**src/rtl/alu_pkg.sv**
```systemverilog
// -----------------------------------------------------------------------------
// alu_pkg
// Shared types for the multi-cycle ALU: opcode encoding, FSM state encoding,
// the packed flag set and small opcode classification helpers.
// -----------------------------------------------------------------------------
package alu_pkg;

    typedef enum logic [3:0] {
        OP_AND   = 4'd0,
        OP_ADD   = 4'd1,
        OP_XOR   = 4'd2,
        OP_SLTU  = 4'd3,
        OP_SLL   = 4'd4,
        OP_SRL   = 4'd5,
        OP_SNE   = 4'd6,
        OP_SUB   = 4'd7,
        OP_OR    = 4'd8,
        OP_SRA   = 4'd9,
        OP_SLT   = 4'd10,
        OP_MUL   = 4'd11,
        OP_RSV12 = 4'd12,
        OP_RSV13 = 4'd13,
        OP_RSV14 = 4'd14,
        OP_RSV15 = 4'd15
    } alu_op_e;

    typedef enum logic [1:0] {
        IDLE = 2'd0,
        BUSY = 2'd1,
        DONE = 2'd2
    } alu_state_e;

    typedef struct packed {
        logic zero;
        logic carry;
        logic negative;
        logic overflow;
    } alu_flags_t;

    // Ops that may need the iterative datapath (shifts by 0 still finish at once).
    function automatic logic is_multicycle(alu_op_e op);
        return (op == OP_SLL) || (op == OP_SRL) || (op == OP_SRA) || (op == OP_MUL);
    endfunction

    function automatic logic is_shift(alu_op_e op);
        return (op == OP_SLL) || (op == OP_SRL) || (op == OP_SRA);
    endfunction

endpackage

```
**src/rtl/alu_comb_core.sv**
```systemverilog
// -----------------------------------------------------------------------------
// alu_comb_core
// Purely combinational evaluation of the single-cycle opcodes plus flag
// generation. Shift and multiply opcodes return 0 here; they are produced by
// the iterative datapath in alu_mc. Reserved opcodes yield 0 with illegal_o=1.
//   op_i      opcode
//   a_i, b_i  operands
//   result_o  WIDTH-bit result
//   flags_o   {zero, carry, negative, overflow} of result_o
//   illegal_o reserved opcode
// -----------------------------------------------------------------------------
module alu_comb_core
    import alu_pkg::*;
#(
    parameter int WIDTH = 8
) (
    input  alu_op_e            op_i,
    input  logic [WIDTH-1:0]   a_i,
    input  logic [WIDTH-1:0]   b_i,
    output logic [WIDTH-1:0]   result_o,
    output alu_flags_t         flags_o,
    output logic               illegal_o
);

    localparam int MSB = WIDTH - 1;

    logic [WIDTH:0]   sum;
    logic [WIDTH-1:0] diff;
    logic [WIDTH-1:0] result;
    logic             carry;
    logic             ovf;
    logic             illegal;

    assign sum  = {1'b0, a_i} + {1'b0, b_i};
    assign diff = a_i - b_i;

    always_comb begin
        result  = '0;
        carry   = 1'b0;
        ovf     = 1'b0;
        illegal = 1'b0;
        case (op_i)
            OP_AND:  result = a_i & b_i;
            OP_ADD: begin
                result = sum[WIDTH-1:0];
                carry  = sum[WIDTH];
                ovf    = (a_i[MSB] == b_i[MSB]) && (sum[MSB] != a_i[MSB]);
            end
            OP_XOR:  result = a_i ^ b_i;
            OP_SLTU: result[0] = (a_i < b_i);
            OP_SNE:  result[0] = (a_i != b_i);
            OP_SUB: begin
                result = diff;
                carry  = (a_i >= b_i);  // carry means "no borrow"
                ovf    = (a_i[MSB] != b_i[MSB]) && (diff[MSB] != a_i[MSB]);
            end
            OP_OR:   result = a_i | b_i;
            OP_SLT:  result[0] = ($signed(a_i) < $signed(b_i));
            OP_SLL, OP_SRL, OP_SRA, OP_MUL: result = '0;
            default: illegal = 1'b1;
        endcase
    end

    assign result_o           = result;
    assign flags_o.zero       = (result == '0);
    assign flags_o.carry      = carry;
    assign flags_o.negative   = result[MSB];
    assign flags_o.overflow   = ovf;
    assign illegal_o          = illegal;

endmodule

```
**src/rtl/alu_mc.sv**
```systemverilog
// -----------------------------------------------------------------------------
// alu_mc
// Multi-cycle ALU with valid/ready handshakes on operand and result transfer.
// Single-cycle ops complete on the accept edge; shifts move one bit per BUSY
// cycle; MUL is a shift-add multiplier taking exactly WIDTH BUSY cycles.
// Result, flags and op_illegal are registered and held until accepted.
//   clk, rst_n                       clock, async active-low reset
//   in_valid / in_ready              operand handshake
//   alu_opcode, alu_input_a/_b       operation and operands
//   out_valid / out_ready            result handshake
//   alu_out, flag_*, op_illegal      registered result and status
// -----------------------------------------------------------------------------
module alu_mc
    import alu_pkg::*;
#(
    parameter int WIDTH = 8,
    parameter int CNT_W = $clog2(WIDTH + 1)
) (
    input  logic               clk,
    input  logic               rst_n,
    input  logic               in_valid,
    output logic               in_ready,
    input  logic [3:0]         alu_opcode,
    input  logic [WIDTH-1:0]   alu_input_a,
    input  logic [WIDTH-1:0]   alu_input_b,
    output logic               out_valid,
    input  logic               out_ready,
    output logic [WIDTH-1:0]   alu_out,
    output logic               flag_zero,
    output logic               flag_carry,
    output logic               flag_negative,
    output logic               flag_overflow,
    output logic               op_illegal
);

    localparam int               MSB   = WIDTH - 1;
    localparam logic [WIDTH-1:0] W_LIM = WIDTH'(WIDTH);
    localparam logic [CNT_W-1:0] W_CNT = CNT_W'(WIDTH);
    localparam logic [CNT_W-1:0] ONE   = CNT_W'(1);

    alu_state_e         state_q, state_d;
    alu_op_e            op_q, op_d;
    logic [WIDTH-1:0]   sh_q, sh_d;       // shift working register / multiplicand
    logic [2*WIDTH-1:0] acc_q, acc_d;     // {partial high half, remaining multiplier}
    logic [CNT_W-1:0]   cnt_q, cnt_d;
    logic [WIDTH-1:0]   out_q, out_d;
    alu_flags_t         flags_q, flags_d;
    logic               illegal_q, illegal_d;

    alu_op_e            op_in;
    logic [CNT_W-1:0]   n_in;
    logic [WIDTH-1:0]   core_res;
    alu_flags_t         core_flags;
    logic               core_ill;

    logic [WIDTH-1:0]   sh_step;
    logic               sh_out_bit;
    logic [WIDTH:0]     mul_sum;
    logic [2*WIDTH-1:0] acc_step;

    assign op_in = alu_op_e'(alu_opcode);
    // Shift amount saturates at WIDTH; below that it always fits in CNT_W bits.
    assign n_in  = (alu_input_b >= W_LIM) ? W_CNT : alu_input_b[CNT_W-1:0];

    alu_comb_core #(.WIDTH(WIDTH)) u_core (
        .op_i      (op_in),
        .a_i       (alu_input_a),
        .b_i       (alu_input_b),
        .result_o  (core_res),
        .flags_o   (core_flags),
        .illegal_o (core_ill)
    );

    // One-bit shift step on the working register.
    always_comb begin
        sh_step    = sh_q;
        sh_out_bit = 1'b0;
        case (op_q)
            OP_SLL: begin
                sh_step    = {sh_q[MSB-1:0], 1'b0};
                sh_out_bit = sh_q[MSB];
            end
            OP_SRL: begin
                sh_step    = {1'b0, sh_q[MSB:1]};
                sh_out_bit = sh_q[0];
            end
            OP_SRA: begin
                sh_step    = {sh_q[MSB], sh_q[MSB:1]};
                sh_out_bit = sh_q[0];
            end
            default: ;
        endcase
    end

    // Shift-right multiplier: add multiplicand into the high half when the
    // current multiplier LSB is set, then shift the whole accumulator right.
    assign mul_sum  = {1'b0, acc_q[2*WIDTH-1:WIDTH]} + (acc_q[0] ? {1'b0, sh_q} : '0);
    assign acc_step = {mul_sum, acc_q[WIDTH-1:1]};

    always_comb begin
        state_d   = state_q;
        op_d      = op_q;
        sh_d      = sh_q;
        acc_d     = acc_q;
        cnt_d     = cnt_q;
        out_d     = out_q;
        flags_d   = flags_q;
        illegal_d = illegal_q;
        case (state_q)
            IDLE: begin
                if (in_valid) begin
                    op_d = op_in;
                    if (is_multicycle(op_in) && !(is_shift(op_in) && (n_in == '0))) begin
                        state_d = BUSY;
                        sh_d    = alu_input_a;
                        acc_d   = {{WIDTH{1'b0}}, alu_input_b};
                        cnt_d   = (op_in == OP_MUL) ? W_CNT : n_in;
                    end else begin
                        state_d = DONE;
                        if (is_shift(op_in)) begin
                            // Shift by zero: operand passes through, nothing shifted out.
                            out_d            = alu_input_a;
                            flags_d.zero     = (alu_input_a == '0);
                            flags_d.carry    = 1'b0;
                            flags_d.negative = alu_input_a[MSB];
                            flags_d.overflow = 1'b0;
                            illegal_d        = 1'b0;
                        end else begin
                            out_d     = core_res;
                            flags_d   = core_flags;
                            illegal_d = core_ill;
                        end
                    end
                end
            end
            BUSY: begin
                cnt_d = cnt_q - ONE;
                if (op_q == OP_MUL) begin
                    acc_d = acc_step;
                end else begin
                    sh_d = sh_step;
                end
                if (cnt_q == ONE) begin
                    state_d          = DONE;
                    illegal_d        = 1'b0;
                    flags_d.overflow = 1'b0;
                    if (op_q == OP_MUL) begin
                        out_d            = acc_step[WIDTH-1:0];
                        flags_d.zero     = (acc_step[WIDTH-1:0] == '0);
                        flags_d.carry    = |acc_step[2*WIDTH-1:WIDTH];
                        flags_d.negative = acc_step[MSB];
                    end else begin
                        out_d            = sh_step;
                        flags_d.zero     = (sh_step == '0);
                        flags_d.carry    = sh_out_bit;
                        flags_d.negative = sh_step[MSB];
                    end
                end
            end
            DONE: begin
                if (out_ready) begin
                    state_d = IDLE;
                end
            end
            default: state_d = IDLE;
        endcase
    end

    always_ff @(posedge clk or negedge rst_n) begin
        if (!rst_n) begin
            state_q   <= IDLE;
            op_q      <= OP_AND;
            sh_q      <= '0;
            acc_q     <= '0;
            cnt_q     <= '0;
            out_q     <= '0;
            flags_q   <= '0;
            illegal_q <= 1'b0;
        end else begin
            state_q   <= state_d;
            op_q      <= op_d;
            sh_q      <= sh_d;
            acc_q     <= acc_d;
            cnt_q     <= cnt_d;
            out_q     <= out_d;
            flags_q   <= flags_d;
            illegal_q <= illegal_d;
        end
    end

    assign in_ready      = (state_q == IDLE);
    assign out_valid     = (state_q == DONE);
    assign alu_out       = out_q;
    assign flag_zero     = flags_q.zero;
    assign flag_carry    = flags_q.carry;
    assign flag_negative = flags_q.negative;
    assign flag_overflow = flags_q.overflow;
    assign op_illegal    = illegal_q;

endmodule

```
**config.mk**
```make
export PLATFORM = sky130hd
export DESIGN_NAME = alu_mc
export DESIGN_NICKNAME = d
export VERILOG_FILES = /design/src/rtl/alu_pkg.sv /design/src/rtl/alu_comb_core.sv /design/src/rtl/alu_mc.sv
export SDC_FILE = /design/constraint.sdc
export NUM_CORES = 1
export LEC_CHECK = 0
export CAP_MARGIN = 0
export CORE_ASPECT_RATIO = 1.1
export CORE_MARGIN = 1.5
export CORE_UTILIZATION = 65
export CTS_BUF_LIST = sky130_fd_sc_hd__clkbuf_4
export DETAILED_ROUTE_END_ITERATION = 10
export GPL_ROUTABILITY_DRIVEN = 0
export PLACE_DENSITY_LB_ADDON = 0.1
export SYNTH_ARGS = -nofsm -noshare
export SYNTH_HDL_FRONTEND = slang
export SYNTH_SLANG_ARGS = --single-unit
```
**constraint.sdc**
```tcl
create_clock -name clk -period 3.9 [get_ports clk]
set_input_delay 0.78 -clock clk [delete_from_list [all_inputs] [get_ports clk]]
set_output_delay 0.78 -clock clk [all_outputs]
set_load 0.05 [all_outputs]
```
# == Word-level counts from Yosys, hierarchy flattened ==
# Index checks and enable logic that the tools add are counted.
# totals
memories,0
output_inout_bits,15
input_bits,24
latchBits,0
romBits,0
reg_bits,47
ramBits,0
word_cells,120
# classes
n_addsub,4
div,0
reduce_logical,25
multipliers,0
magnitude_cmp,4
bitwise,3
eq_ne,30
n_shift,0
muxes,43
# op_table
cell,count
$mux W8,9
$mux W16,3
$pmux W7 S5,1
$logic_not A8 Y1,4
$mux W4,8
$pmux W16 S2,1
$pmux W8 S2,2
$eq A4 B3 Y1 const B,6
$eq A4 B4 Y1 const B,6
$pmux W8 S3,1
$add A8 B8 Y9,2
$lt A8 B8 Y1,2
$pmux W4 S2,2
$reduce_and A4 Y1,3
$reduce_or A12 Y1,1
$ne A2 B2 Y1 const B,5
$and A8 B8 Y8,1
$eq A4 B1 Y1 const B,2
$eq A4 B2 Y1 const B,2
$ge A8 B4 Y1 const B,1
$ge A8 B8 Y1,1
$logic_not A4 Y1,2
$mux W2,4
$ne A8 B8 Y1,1
23 further kinds,39

# == Longest topological paths before layout ==
# Gate-level depths: netlist (run 1).
# depth
ltp_word,9
ltp_mapped,11

# == Cells and area by module ==
# Synthesis (run 1) repeated with hierarchy kept, for this count alone.
# unflattened
hier_cells,536
area_unflattened_um2,4615.7
# by_module_without_submodules
mod,instances,cells_per_inst,seq_area_each_um2,area_each_um2
alu_mc,1,345,1176.1,3176.8
alu_comb_core,1,191,0.0,1438.9

# == Worst setup path after synthesis (run 1) ==
# Ideal clock, no wire load.
# synth_path
path_type,input to register
from,input alu_input_a[0]
to,"register flags_q, in the netlist flag_zero"
t_required_ns,3.814
arrival_time_ns,2.970
setup_slack_ns,0.844
setup_time_ns,0.086
cell_stages,11
path_buffers,0
cell_sequence,inv_1 -> ha_1 -> inv_1 -> fa_1 -> nor3b_1 -> or3_1 -> a211oi_1 -> mux2_2 -> nor3_1 -> a31oi_1 -> nor3_1
# synth_via
elab_chain_len,7
elab_cells_between_ends,16
classes_between,add/sub (2); order compare (2); eq/ne (1); mux (6); bitwise (3); reduce/logical (2)
# synth_rtl
item,line_no,rtl
from (decl),alu_mc.sv:24,"input logic [WIDTH-1:0] alu_input_a,"
$sub A8 B8 Y8 (tied with other cells),alu_comb_core.sv:35,assign diff = a_i - b_i;
$pmux W1 S8 or $pmux W7 S5 (tied branches),alu_comb_core.sv:42,case (op_i)
$logic_not A8 Y1,alu_comb_core.sv:65,assign flags_o.zero = (result == '0);
$mux W4 *,alu_mc.sv:120,if (is_shift(op_in)) begin
$mux W4 *,alu_mc.sv:113,if (is_multicycle(op_in) && !(is_shift(op_in) && (n_in == '0))) begin
$mux W4 *,alu_mc.sv:111,if (in_valid) begin
$pmux W4 S2 *,alu_mc.sv:109,case (state_q)
to (signal assigned),alu_mc.sv:186,flags_q <= flags_d;
to (decl),alu_mc.sv:47,"alu_flags_t flags_q, flags_d;"
# Mark *: on every way between the ends. The rest lies on a longest branch, timed or not. The select of a mux whose other input is x is not followed.
# A chain may end at the register's enable or synchronous reset.

# == Worst setup path after layout (run 1) ==
# Same ends and word-level chain as after synthesis.

==> run summary, run 1 <==
==================================================================================================
Run status                                                                            complete, no violations
Height of the die                                                                          89.0 um
Final count of hold timing violations                                                            0
Clock transition time at the flip-flop clock pins of the worst setup and hold paths        0.14 ns
Actual slew at the worst max-slew pin                                                      1.05 ns
Share of the clock period used by the worst path                                             0.869
Detail Route Antenna Nets                                                                        0
Area share of the largest cell type after synthesis                                          0.264
Net Count, Synth                                                                               614
Area used by multi-input combinational logic                                          0.00295 sq mm
Shortest clock period the worst path allows after layout                                   3.39 ns
First-iteration detailed-routing DRC count                                                     522
IR drop worst, VDD                                                                      0.000539 V
Clock latency on the worst-skew pair                                                       0.37 ns
Synth area leaders                                                                    sky130_fd_sc_hd__dfrtp_1, sky130_fd_sc_hd__ha_1, sky130_fd_sc_hd__nand2_1
Row cnt                                                                                         31
Horizontal die dimension                                                                   81.2 um
CP max-delay cell                                                                     sky130_fd_sc_hd__clkdlybuf4s50_1
Hold-fix buffers, CTS                                                                            0
Number of warnings printed during yosys synthesis                                                0
Max Cap Viol                                                                                     0
Synth Flop Type                                                                       sky130_fd_sc_hd__dfrtp_1
Layout Nets                                                                                    655
Final design instance area without fill                                               0.00495 sq mm
Post-Layout Cell Count                                                                         677
P&R area growth vs syn                                                                       13.3%
Clock skew                                                                               0.0183 ns
Number of synthesized flops with an enable pin                                                   0
Pin count of the biggest net entering global routing                                            47
Iteration count of the initial detailed-routing pass                                             5
Utilization after layout                                                                     0.755
Critical path cell sequence                                                           clkdlybuf4s50_1, inv_1, ha_1, inv_1, fa_1, nor3b_1, or3_1, a211oi_1, mux2_2, nor3_1, a31oi_1, nor3_1
Crit path capture type                                                                    register
Antenna Diode Count                                                                              0
Critical path required time                                                                4.19 ns
Max transition margin                                                                        0.298
Most instantiated cells after synthesis                                               sky130_fd_sc_hd__nand2_1, sky130_fd_sc_hd__nor2_1, sky130_fd_sc_hd__dfrtp_1, sky130_fd_sc_hd__a21oi_1
Sequential-to-total area share from yosys stat                                               0.264
Most frequent cell after synthesis                                                    sky130_fd_sc_hd__nand2_1
P_leak                                                                                  0.00217 uW
Cell area power density                                                                627 mW/mm^2
Number of port buffers                                                                          38
Startpoint class of the critical path                                                    input pin
Number of remaining DRC errors                                                                   0
Total count of max-transition violations in the final report                                     0
Asr flop ratio synth                                                                          1.00
I/O pins                                                                                        39
Mapped Avg Cell Area                                                                    7.90 sq um
TritonCTS buffer count                                                                           5
HPWL after detailed placement                                                              9900 um
Cell at the root of the clock tree                                                    sky130_fd_sc_hd__clkbuf_4
Overall overflow remaining after global route                                                    0
Register area                                                                         0.00115 sq mm
Max Freq                                                                                   295 MHz
Peak fanout along the critical path                                                              3
Total core area                                                                       0.00656 sq mm
Wire length of the first global-routing pass                                             19,400 um
Flip-flop and latch count after synthesis                                                       46
Post-CTS Repair Setup Buffers                                                                    0
Starting density of the core                                                                 0.666
Mapped cell area                                                                      0.00437 sq mm
Total Routed Length                                                                      12,700 um
Setup repair after global routing missed its margin                                             no
TritonCTS clock tree                                                                          done
Number of clock sinks                                                                           46
Vias per Instance                                                                             6.67
Number of global-route vias before repair                                                    4,048
H-tree levels                                                                                    2
Final setup TNS                                                                               0 ns
Fillers                                                                                        529
Netlist cell types                                                                              76
Post-synthesis cell type with the largest combined area                               sky130_fd_sc_hd__dfrtp_1
Vias                                                                                         4,515
Critical path type                                                                    input pin to register
Buffer levels on the longest clock path                                                          2
Floorplan die area                                                                    0.00722 sq mm
Cell area after placement                                                             0.00489 sq mm
Hold Crit Class                                                                       register to register
Initial antenna violation count                                                                  0
Mapped Cells                                                                                   553
Arrival time of the worst setup path                                                       3.68 ns
Setup slack of the worst register-to-register path                                         1.11 ns
Routed wire per std cell                                                                   18.7 um
Resized cells post-CTS                                                                           0
Final setup viols                                                                                0
Total routing usage reported by global routing                                               0.357
Instance count after placement with tap cells included                                         669
Ratio of cells with drive above 1 in the final layout                                        0.106
Delay of the slowest critical-path stage                                                   0.47 ns
==================================================================================================
-- worst max-delay path: cells and delay by family --
family | cells | cell delay, ns
simple gates | 4 | 0.83
buf+inv | 3 | 0.66
fa+ha+maj | 2 | 0.61
compound gates | 2 | 0.41
mux | 1 | 0.39
-- per-stage QoR --
| stage | hold slack, ns | setup slack (ns) | total power [uW] |
|---|---|---|---|
| CTS | 0.503 | 0.518 | 3080 |
| global route | 0.521 | 0.294 | 3330 |
| global placement | 0.463 | 0.193 | 2780 |
| finish | 0.499 | 0.512 | 3110 |
| floorplan | 0.484 | 0.844 | 2280 |
| detailed placement | 0.473 | 0.156 | 2850 |
-- final cells by class --
cell class                 instances  area share
timing repair buffer              61       0.111
multi-input combinational        444       0.597
sequential                        46       0.233
inverter                          36      0.0273
clock buffer                       5     0.00758
tap                               82      0.0207
clock inverter                     3     0.00430
-- registers in the layout, summed over array words and instances, names as in the netlist --
signal / flops
acc_q: 16
flag_zero: 1
op_illegal: 1
cnt_q: 4
alu_out: 8
flag_overflow: 1
state_q: 2
op_q: 4
sh_q: 8
flag_carry: 1
-- final timing paths --
path / from / to / depth (start not counted)
worst max register to register: acc_q[0] / flag_carry / 10
worst max-delay path: alu_input_a[0] / flag_zero / 12
worst min-delay path: alu_out[6] / alu_out[6] / 1
min in group asynchronous: rst_n / op_q[3] / 1
max in group asynchronous: rst_n / cnt_q[2] / 1
worst min register to register: alu_out[6] / alu_out[6] / 1
-- logic make-up after synthesis --
family	count (synthesis)	share of synthesized area
AND/OR/NAND/NOR	210	0.239
AO/OA/AOI/OAI	180	0.286
buffers and inverters	63	0.0607
flip-flops	46	0.264
adder cells (fa/ha/maj)	37	0.111
multiplexers	11	0.0278
XOR/XNOR	6	0.0120
-- cells in the final DEF (no fill, tap or decap), types with 12 or more instances in the layout --
master,count
sky130_fd_sc_hd__nor2_1,60
sky130_fd_sc_hd__ha_1,34
sky130_fd_sc_hd__buf_4,23
sky130_fd_sc_hd__clkdlybuf4s50_1,37
sky130_fd_sc_hd__nor3_1,13
sky130_fd_sc_hd__nand2_1,66
sky130_fd_sc_hd__a21oi_1,44
sky130_fd_sc_hd__and2_1,16
sky130_fd_sc_hd__a31oi_1,12
sky130_fd_sc_hd__inv_1,35
sky130_fd_sc_hd__o21ai_0,35
sky130_fd_sc_hd__a211oi_1,14
sky130_fd_sc_hd__dfrtp_1,46
-- per-layer routing --
layer	up-vias	GRT usage	routed length (um)
met5	-	0	0
li1	2108	-	-
met2	255	0.614	6170
met3	64	0.0480	1030
met4	0	0.196	689
met1	2088	0.431	4790
-- power breakdown --
group,switching (uW),internal [uW],leakage (uW)
sequential,225,702,0.000557
combinational,1180,762,0.00158
clock,169,70.5,0.0000312
total,1570,1530,0.00217
No activity file was read; power rests on OpenSTA's default activity.
==> run 2, diff against run 1 <==
PLACE_DENSITY = 0.86   (was not set)
PLACE_DENSITY_LB_ADDON = not set   (was 0.1)
==> run summary, run 2 (synthesis results as in run 1) <==
==================================================================================================
Ratio of cells with drive above 1 in the final layout                                        0.106   unchanged
Cell at the root of the clock tree                                                    sky130_fd_sc_hd__clkbuf_4
Setup repair after global routing missed its margin                                             no
Register area                                                                         0.00115 sq mm   unchanged
Number of remaining DRC errors                                                                   0   unchanged
Row cnt                                                                                         31   unchanged
Overall overflow remaining after global route                                                    0   unchanged
Iteration count of the initial detailed-routing pass                                             6   +1
Layout Nets                                                                                    655   unchanged
Met2 track utilization from global routing                                                   0.624   +0.00985
Floorplan die area                                                                    0.00722 sq mm   unchanged
Top delay family on crit path                                                         compound AO/OA/AOI/OAI gates
Height of the die                                                                          89.0 um   unchanged
Number of global-route vias before repair                                                    4,216   +4.2%
Register name with the most flops                                                            acc_q
TritonCTS buffer count                                                                           5   unchanged
Startpoint class of the critical path                                                    input pin
Critical path type                                                                    input pin to register
Vias                                                                                         4,528   +0.29%
Crit path capture type                                                                    register
CP max-delay cell                                                                     sky130_fd_sc_hd__a2111oi_0
Number of port buffers                                                                          38   unchanged
Run status                                                                            complete, no violations
Final count of hold timing violations                                                            0   unchanged
Critical path required time                                                                4.17 ns   -0.02 ns
Fillers                                                                                        471   -11%
GR peak layer                                                                                 met2
GR Util met1                                                                                 0.418   -0.0135
Critical path cell sequence                                                           clkdlybuf4s50_1, inv_1, ha_1, nor2b_1, o21ba_2, a2111oi_2, a22oi_1, a2111oi_0, buf_4, o21ai_1
Cell area power density                                                                642 mW/mm^2   +2.3%
GR Layer Usage met3                                                                         0.0520   +0.00408
Resized cells post-CTS                                                                           0   unchanged
Pin count of the biggest net entering global routing                                            47   unchanged
Worst hold margin                                                                         0.510 ns   +0.0111 ns
Routed wire per std cell                                                                   19.0 um   +1.5%
Initial antenna violation count                                                                  0   unchanged
H-tree levels                                                                                    2   unchanged
Clock latency on the worst-skew pair                                                       0.37 ns   about the same
Leading cell type in the layout, fill and taps excluded                               sky130_fd_sc_hd__nand2_1
Clock skew                                                                               0.0142 ns   -0.00408 ns
Most frequent cells in the layout                                                     sky130_fd_sc_hd__nand2_1, sky130_fd_sc_hd__nor2_1, sky130_fd_sc_hd__dfrtp_1
Total routing usage reported by global routing                                               0.361   +0.00392
Share of the clock period used by the worst path                                             0.928   +0.0592
Delay of the slowest critical-path stage                                                   0.77 ns   +0.30 ns
Buffer levels on the longest clock path                                                          2   unchanged
Area used by multi-input combinational logic                                          0.00295 sq mm   unchanged
Number of clock sinks                                                                           46   unchanged
Hold-fix buffers, CTS                                                                            0   unchanged
Total core area                                                                       0.00656 sq mm   unchanged
Horizontal die dimension                                                                   81.2 um   unchanged
Buffers & Inverters on Critical Path                                                             3   unchanged
Total Routed Length                                                                      12,900 um   +1.5%
Flip-flop count of the largest register, all copies and words added                             16   unchanged
Arrival time of the worst setup path                                                       3.89 ns   +0.21 ns
Max Freq                                                                                   276 MHz   -6.4%
Actual slew at the worst max-slew pin                                                      1.02 ns   -0.0303 ns
Vias per Instance                                                                             6.69   +0.29%
Total count of max-transition violations in the final report                                     0   unchanged
Hold Crit Class                                                                       register to register
P&R area growth vs syn                                                                       13.9%
Starting density of the core                                                                 0.666   unchanged
Max Cap Viol                                                                                     0   unchanged
Antenna Diode Count                                                                              0   unchanged
HPWL after detailed placement                                                              9840 um   -0.57%
IR drop worst, VDD                                                                      0.000434 V   -20%
Post-CTS Repair Setup Buffers                                                                    0   unchanged
P_leak                                                                                  0.00218 uW   +0.47%
Shortest clock period the worst path allows after layout                                   3.62 ns   +0.231 ns
Clock transition time at the flip-flop clock pins of the worst setup and hold paths        0.14 ns   about the same
Wire length of the first global-routing pass                                             19,700 um   +1.6%
First-iteration detailed-routing DRC count                                                     419   -20%
Final setup TNS                                                                               0 ns   unchanged
Utilization after layout                                                                     0.759   +0.00363
I/O pins                                                                                        39   unchanged
Peak fanout along the critical path                                                             12   +9
Detail Route Antenna Nets                                                                        0   unchanged
TritonCTS clock tree                                                                          done
Final setup viols                                                                                0   unchanged
Max transition margin                                                                        0.318   +0.0202
==================================================================================================
[run 2: changes by cell type in the layout (fill, tap and decap cells not counted)]
cell | before | now
sky130_fd_sc_hd__clkinv_2 | 1 | 0
sky130_fd_sc_hd__clkinv_4 | 1 | 0
sky130_fd_sc_hd__clkbuf_4 | 5 | 6
sky130_fd_sc_hd__bufinv_16 | 0 | 1
[run 2: metrics by stage]
step                worst slack, ns  instances  total power (uW)  cell area [sq um]
finish                        0.281        677              3190               4970
detailed placement           0.0270        669              2850               4890
floorplan                     0.844        553              2280               4370
global placement             0.0380        669              2780               4890
global route                  0.297        677              3390               4970
CTS                           0.400        677              3160               4970
[run 2: final timing paths]
| check | endpoint | cells past startpoint | slack (ns) | from |
|---|---|---|---|---|
| max | alu_out[5] | 10 | 0.28 | alu_input_b[4] |
| min | op_illegal | 2 | 0.51 | op_illegal |
| max reg2reg | flag_carry | 10 | 0.89 | acc_q[0] |
| min reg2reg | op_illegal | 2 | 0.51 | op_illegal |
| max in group asynchronous | acc_q[2] | 1 | 2.69 | rst_n |
| min in group asynchronous | acc_q[13] | 1 | 0.56 | rst_n |
[run 2: area by class of cell]
class,instances,area share
Multi-Input combinational cell,444,0.594
Sequential cell,46,0.231
Timing Repair Buffer,61,0.110
Inverter,36,0.0272
Tap cell,82,0.0206
Clock buffer,6,0.00906
Clock inverter,2,0.00755
[run 2: report_power, final]
group / total (uW) / switching (uW) / internal, uW
logic: 1950 / 1180 / 766
registers: 942 / 239 / 703
clock network: 304 / 162 / 142
[run 2: routing by layer]
layer  vias up  wire length (um)  part of all wire
li1       2100                 -                 -
met5         -                 0                 0
met4         0               821             0.064
met1      2146              4890              0.38
met2       220              6230              0.48
met3        62               916             0.071
[run 2: worst min-delay path: stages (launching register included)]
cell and delay [ns]:
sky130_fd_sc_hd__dfrtp_1 0.37, sky130_fd_sc_hd__nand2_1 0.04, sky130_fd_sc_hd__o21ai_0 0.07
==> run 3, diff against run 2 <==
CORE_UTILIZATION = 66   (was 65)
SYNTH_HIERARCHICAL = 1   (was not set)
==> run summary, run 3 <==
==================================================================================================
Run status                                                                            complete, no violations
Total count of max-transition violations in the final report                                     0   unchanged
First-iteration detailed-routing DRC count                                                     521   +24%
P_leak                                                                                  0.00233 uW   +6.8%
Area share of the largest cell type after synthesis                                          0.255   -0.00872
Row cnt                                                                                         31   unchanged
Actual slew at the worst max-slew pin                                                      1.05 ns   +0.0263 ns
Top delay family on crit path                                                         compound AO/OA/AOI/OAI gates
Delay of the slowest critical-path stage                                                   0.53 ns   -0.24 ns
Clock transition time at the flip-flop clock pins of the worst setup and hold paths        0.15 ns   about the same
Share of the clock period used by the worst path                                             0.966   +0.0378
Post-synthesis cell type with the largest combined area                               sky130_fd_sc_hd__dfrtp_1
Flip-flop and latch count after synthesis                                                       47   +2.2%
Post-CTS Repair Setup Buffers                                                                    0   unchanged
Net Count, Synth                                                                               597   -2.8%
Number of clock sinks                                                                           47   +2.2%
Number of cells on the worst hold path                                                           1   -1
Peak fanout along the critical path                                                              2   -10
Initial antenna violation count                                                                  0   unchanged
IR drop worst, VDD                                                                      0.000421 V   -2.9%
Antenna Diode Count                                                                              0   unchanged
Layout Nets                                                                                    646   -1.4%
Most frequent cell after synthesis                                                    sky130_fd_sc_hd__nor2_1
Mapped Cells                                                                                   536   -3.1%
Pin count of the biggest net entering global routing                                            48   +2.1%
Sequential-to-total area share from yosys stat                                               0.255   -0.00872
I/O pins                                                                                        39   unchanged
Arrival time of the worst setup path                                                       4.06 ns   +0.17 ns
Number of warnings printed during yosys synthesis                                                6   +6
GR peak layer                                                                                 met2
Final setup viols                                                                                0   unchanged
Final count of hold timing violations                                                            0   unchanged
Horizontal die dimension                                                                   82.7 um   +1.9%
P&R area growth vs syn                                                                       11.4%
Number of port buffers                                                                          38   unchanged
Wire length of the first global-routing pass                                             20,700 um   +5.0%
Number of global-route vias before repair                                                    4,271   +1.3%
Cell area power density                                                                604 mW/mm^2   -5.9%
Depth of the worst register-to-register path                                                     9   -1
Max transition margin                                                                        0.300   -0.0176
TritonCTS buffer count                                                                           5   unchanged
Buffer levels on the longest clock path                                                          2   unchanged
Clock skew                                                                               0.0230 ns   +0.00875 ns
Worst path depth                                                                                15   +5
Met2 track utilization from global routing                                                   0.588   -0.0362
Ratio of cells with drive above 1 in the final layout                                        0.157   +0.0514
Setup repair after global routing missed its margin                                             no
Most instantiated cells after synthesis                                               sky130_fd_sc_hd__nor2_1, sky130_fd_sc_hd__nand2_1, sky130_fd_sc_hd__dfrtp_1, sky130_fd_sc_hd__a21oi_1, sky130_fd_sc_hd__ha_1
Total design power                                                                         3110 uW   -2.7%
Most frequent cells in the layout                                                     sky130_fd_sc_hd__nor2_1, sky130_fd_sc_hd__nand2_1, sky130_fd_sc_hd__dfrtp_1
Final setup TNS                                                                               0 ns   unchanged
Synth Flop Type                                                                       sky130_fd_sc_hd__dfrtp_1
Critical path cell sequence                                                           clkdlybuf4s50_1, inv_1, buf_4, fa_1, o21bai_2, a21o_1, a21oi_1, o21ai_0, o221ai_1, or3_2, nor4_2, inv_1, o21ai_0, a32oi_1, a31oi_1
TritonCTS clock tree                                                                          done
Max Freq                                                                                   266 MHz   -3.9%
Number of remaining DRC errors                                                                   0   unchanged
Detail Route Antenna Nets                                                                        0   unchanged
Total Routed Length                                                                      12,800 um   -0.75%
Starting density of the core                                                                 0.692   +0.0255
HPWL after detailed placement                                                              9740 um   -0.99%
Overall overflow remaining after global route                                                    0   unchanged
Buffers & Inverters on Critical Path                                                             4   +1
Mapped cell area                                                                      0.00462 sq mm   +5.7%
H-tree levels                                                                                    2   unchanged
Number of synthesized flops with an enable pin                                                   0   unchanged
Clock latency on the worst-skew pair                                                       0.39 ns   +0.02 ns
Asr flop ratio synth                                                                          1.00   unchanged
Startpoint class of the critical path                                                    input pin
Iteration count of the initial detailed-routing pass                                             9   +3
Max Cap Viol                                                                                     0   unchanged
Floorplan die area                                                                    0.00750 sq mm   +3.9%
GR Layer Usage met3                                                                         0.0495   -0.00255
Routed wire per std cell                                                                   19.1 um   +0.74%
Vias per Instance                                                                             6.75   +0.92%
Leading cell type in the layout, fill and taps excluded                               sky130_fd_sc_hd__nor2_1
GR Util met1                                                                                 0.446   +0.0286
Cell at the root of the clock tree                                                    sky130_fd_sc_hd__clkbuf_4
Synth area leaders                                                                    sky130_fd_sc_hd__dfrtp_1, sky130_fd_sc_hd__ha_1, sky130_fd_sc_hd__nor2_1
Total routing usage reported by global routing                                               0.358   -0.00255
Netlist cell types                                                                              84   +11%
CP max-delay cell                                                                     sky130_fd_sc_hd__clkdlybuf4s50_1
Mapped Avg Cell Area                                                                    8.61 sq um   +9.0%
Worst setup slack after layout                                                            0.134 ns   -0.148 ns
Total core area                                                                       0.00667 sq mm   +1.8%
Crit path capture type                                                                    register
Flip-flop count of the largest register, all copies and words added                             16   unchanged
Critical path type                                                                    input pin to register
Height of the die                                                                          90.7 um   +1.9%
Register name with the most flops                                                            acc_q
Post-Place Worst Slack                                                                   -0.194 ns   -0.221 ns
Shortest clock period the worst path allows after layout                                   3.77 ns   +0.148 ns
Vias                                                                                         4,502   -0.57%
Critical path required time                                                                4.20 ns   +0.03 ns
Hold Crit Class                                                                       register to register
==================================================================================================
## run 3: cell types whose count changed in the layout (fill, tap and decap cells not counted), moves of 7 or more
cell / previous run / this run
sky130_fd_sc_hd__nor2_1: 60 / 53
sky130_fd_sc_hd__nand2b_1: 7 / 18
sky130_fd_sc_hd__a21oi_1: 44 / 37
sky130_fd_sc_hd__mux2i_1: 2 / 16
sky130_fd_sc_hd__o21ai_0: 35 / 22
sky130_fd_sc_hd__a211oi_1: 14 / 6
sky130_fd_sc_hd__mux2_2: 9 / 17
sky130_fd_sc_hd__nor3_1: 13 / 5
sky130_fd_sc_hd__buf_4: 23 / 35
sky130_fd_sc_hd__nand2_1: 66 / 49
## run 3: area by class of cell
type / instances / area (sq um)
multi-input cells: 426 / 3050
fillers: 494 / 1530
inverters: 32 / 120
clock buffers: 5 / 37.5
clock inverters: 2 / 13.8
repair buffers: 73 / 641
flip-flops and latches: 47 / 1180
well taps: 82 / 103
## run 3: per-stage QoR
step                cells  utilization  cell area, sq um  hold WS [ns]
global placement      660        0.762              5090         0.482
floorplan             536            -              4620         0.462
CTS                   667        0.770              5140         0.521
detailed placement    660        0.762              5090         0.485
finish                667        0.771              5140         0.522
global route          667        0.771              5140         0.533
## run 3: logic make-up after synthesis
family                   share of synthesized area
AO/OA/AOI/OAI                                0.221
XOR/XNOR                                    0.0190
AND/OR/NAND/NOR                              0.228
adder cells (fa/ha/maj)                      0.105
flip-flops                                   0.255
multiplexers                                0.0876
buffers and inverters                       0.0846
## run 3: worst paths after layout
kind / start / endpoint / slack [ns]
worst min register to register: acc_q[15] / acc_q[15] / 0.52
max in group asynchronous: rst_n / acc_q[4] / 2.69
worst max-delay path: alu_input_a[1] / flag_zero / 0.13
worst max register to register: sh_q[0] / flag_carry / 1.00
worst min-delay path: acc_q[15] / acc_q[15] / 0.52
min in group asynchronous: rst_n / alu_out[4] / 0.56
## run 3: power by group
part	switching (uW)	internal [uW]
registers	274	700
logic	1120	785
clock network	165	67.3
## run 3: what timing repair did
action | 4_1_cts | 5_1_grt
resized for setup | 0 | 2
hold buffers | 0 | 0
endpoints found under the setup margin | 0 | 1
## run 3: layer usage
metal,vias to the layer above,part of all wire
met5,-,0
met4,0,0.053
li1,2042,-
met2,302,0.48
met3,70,0.083
met1,2088,0.38
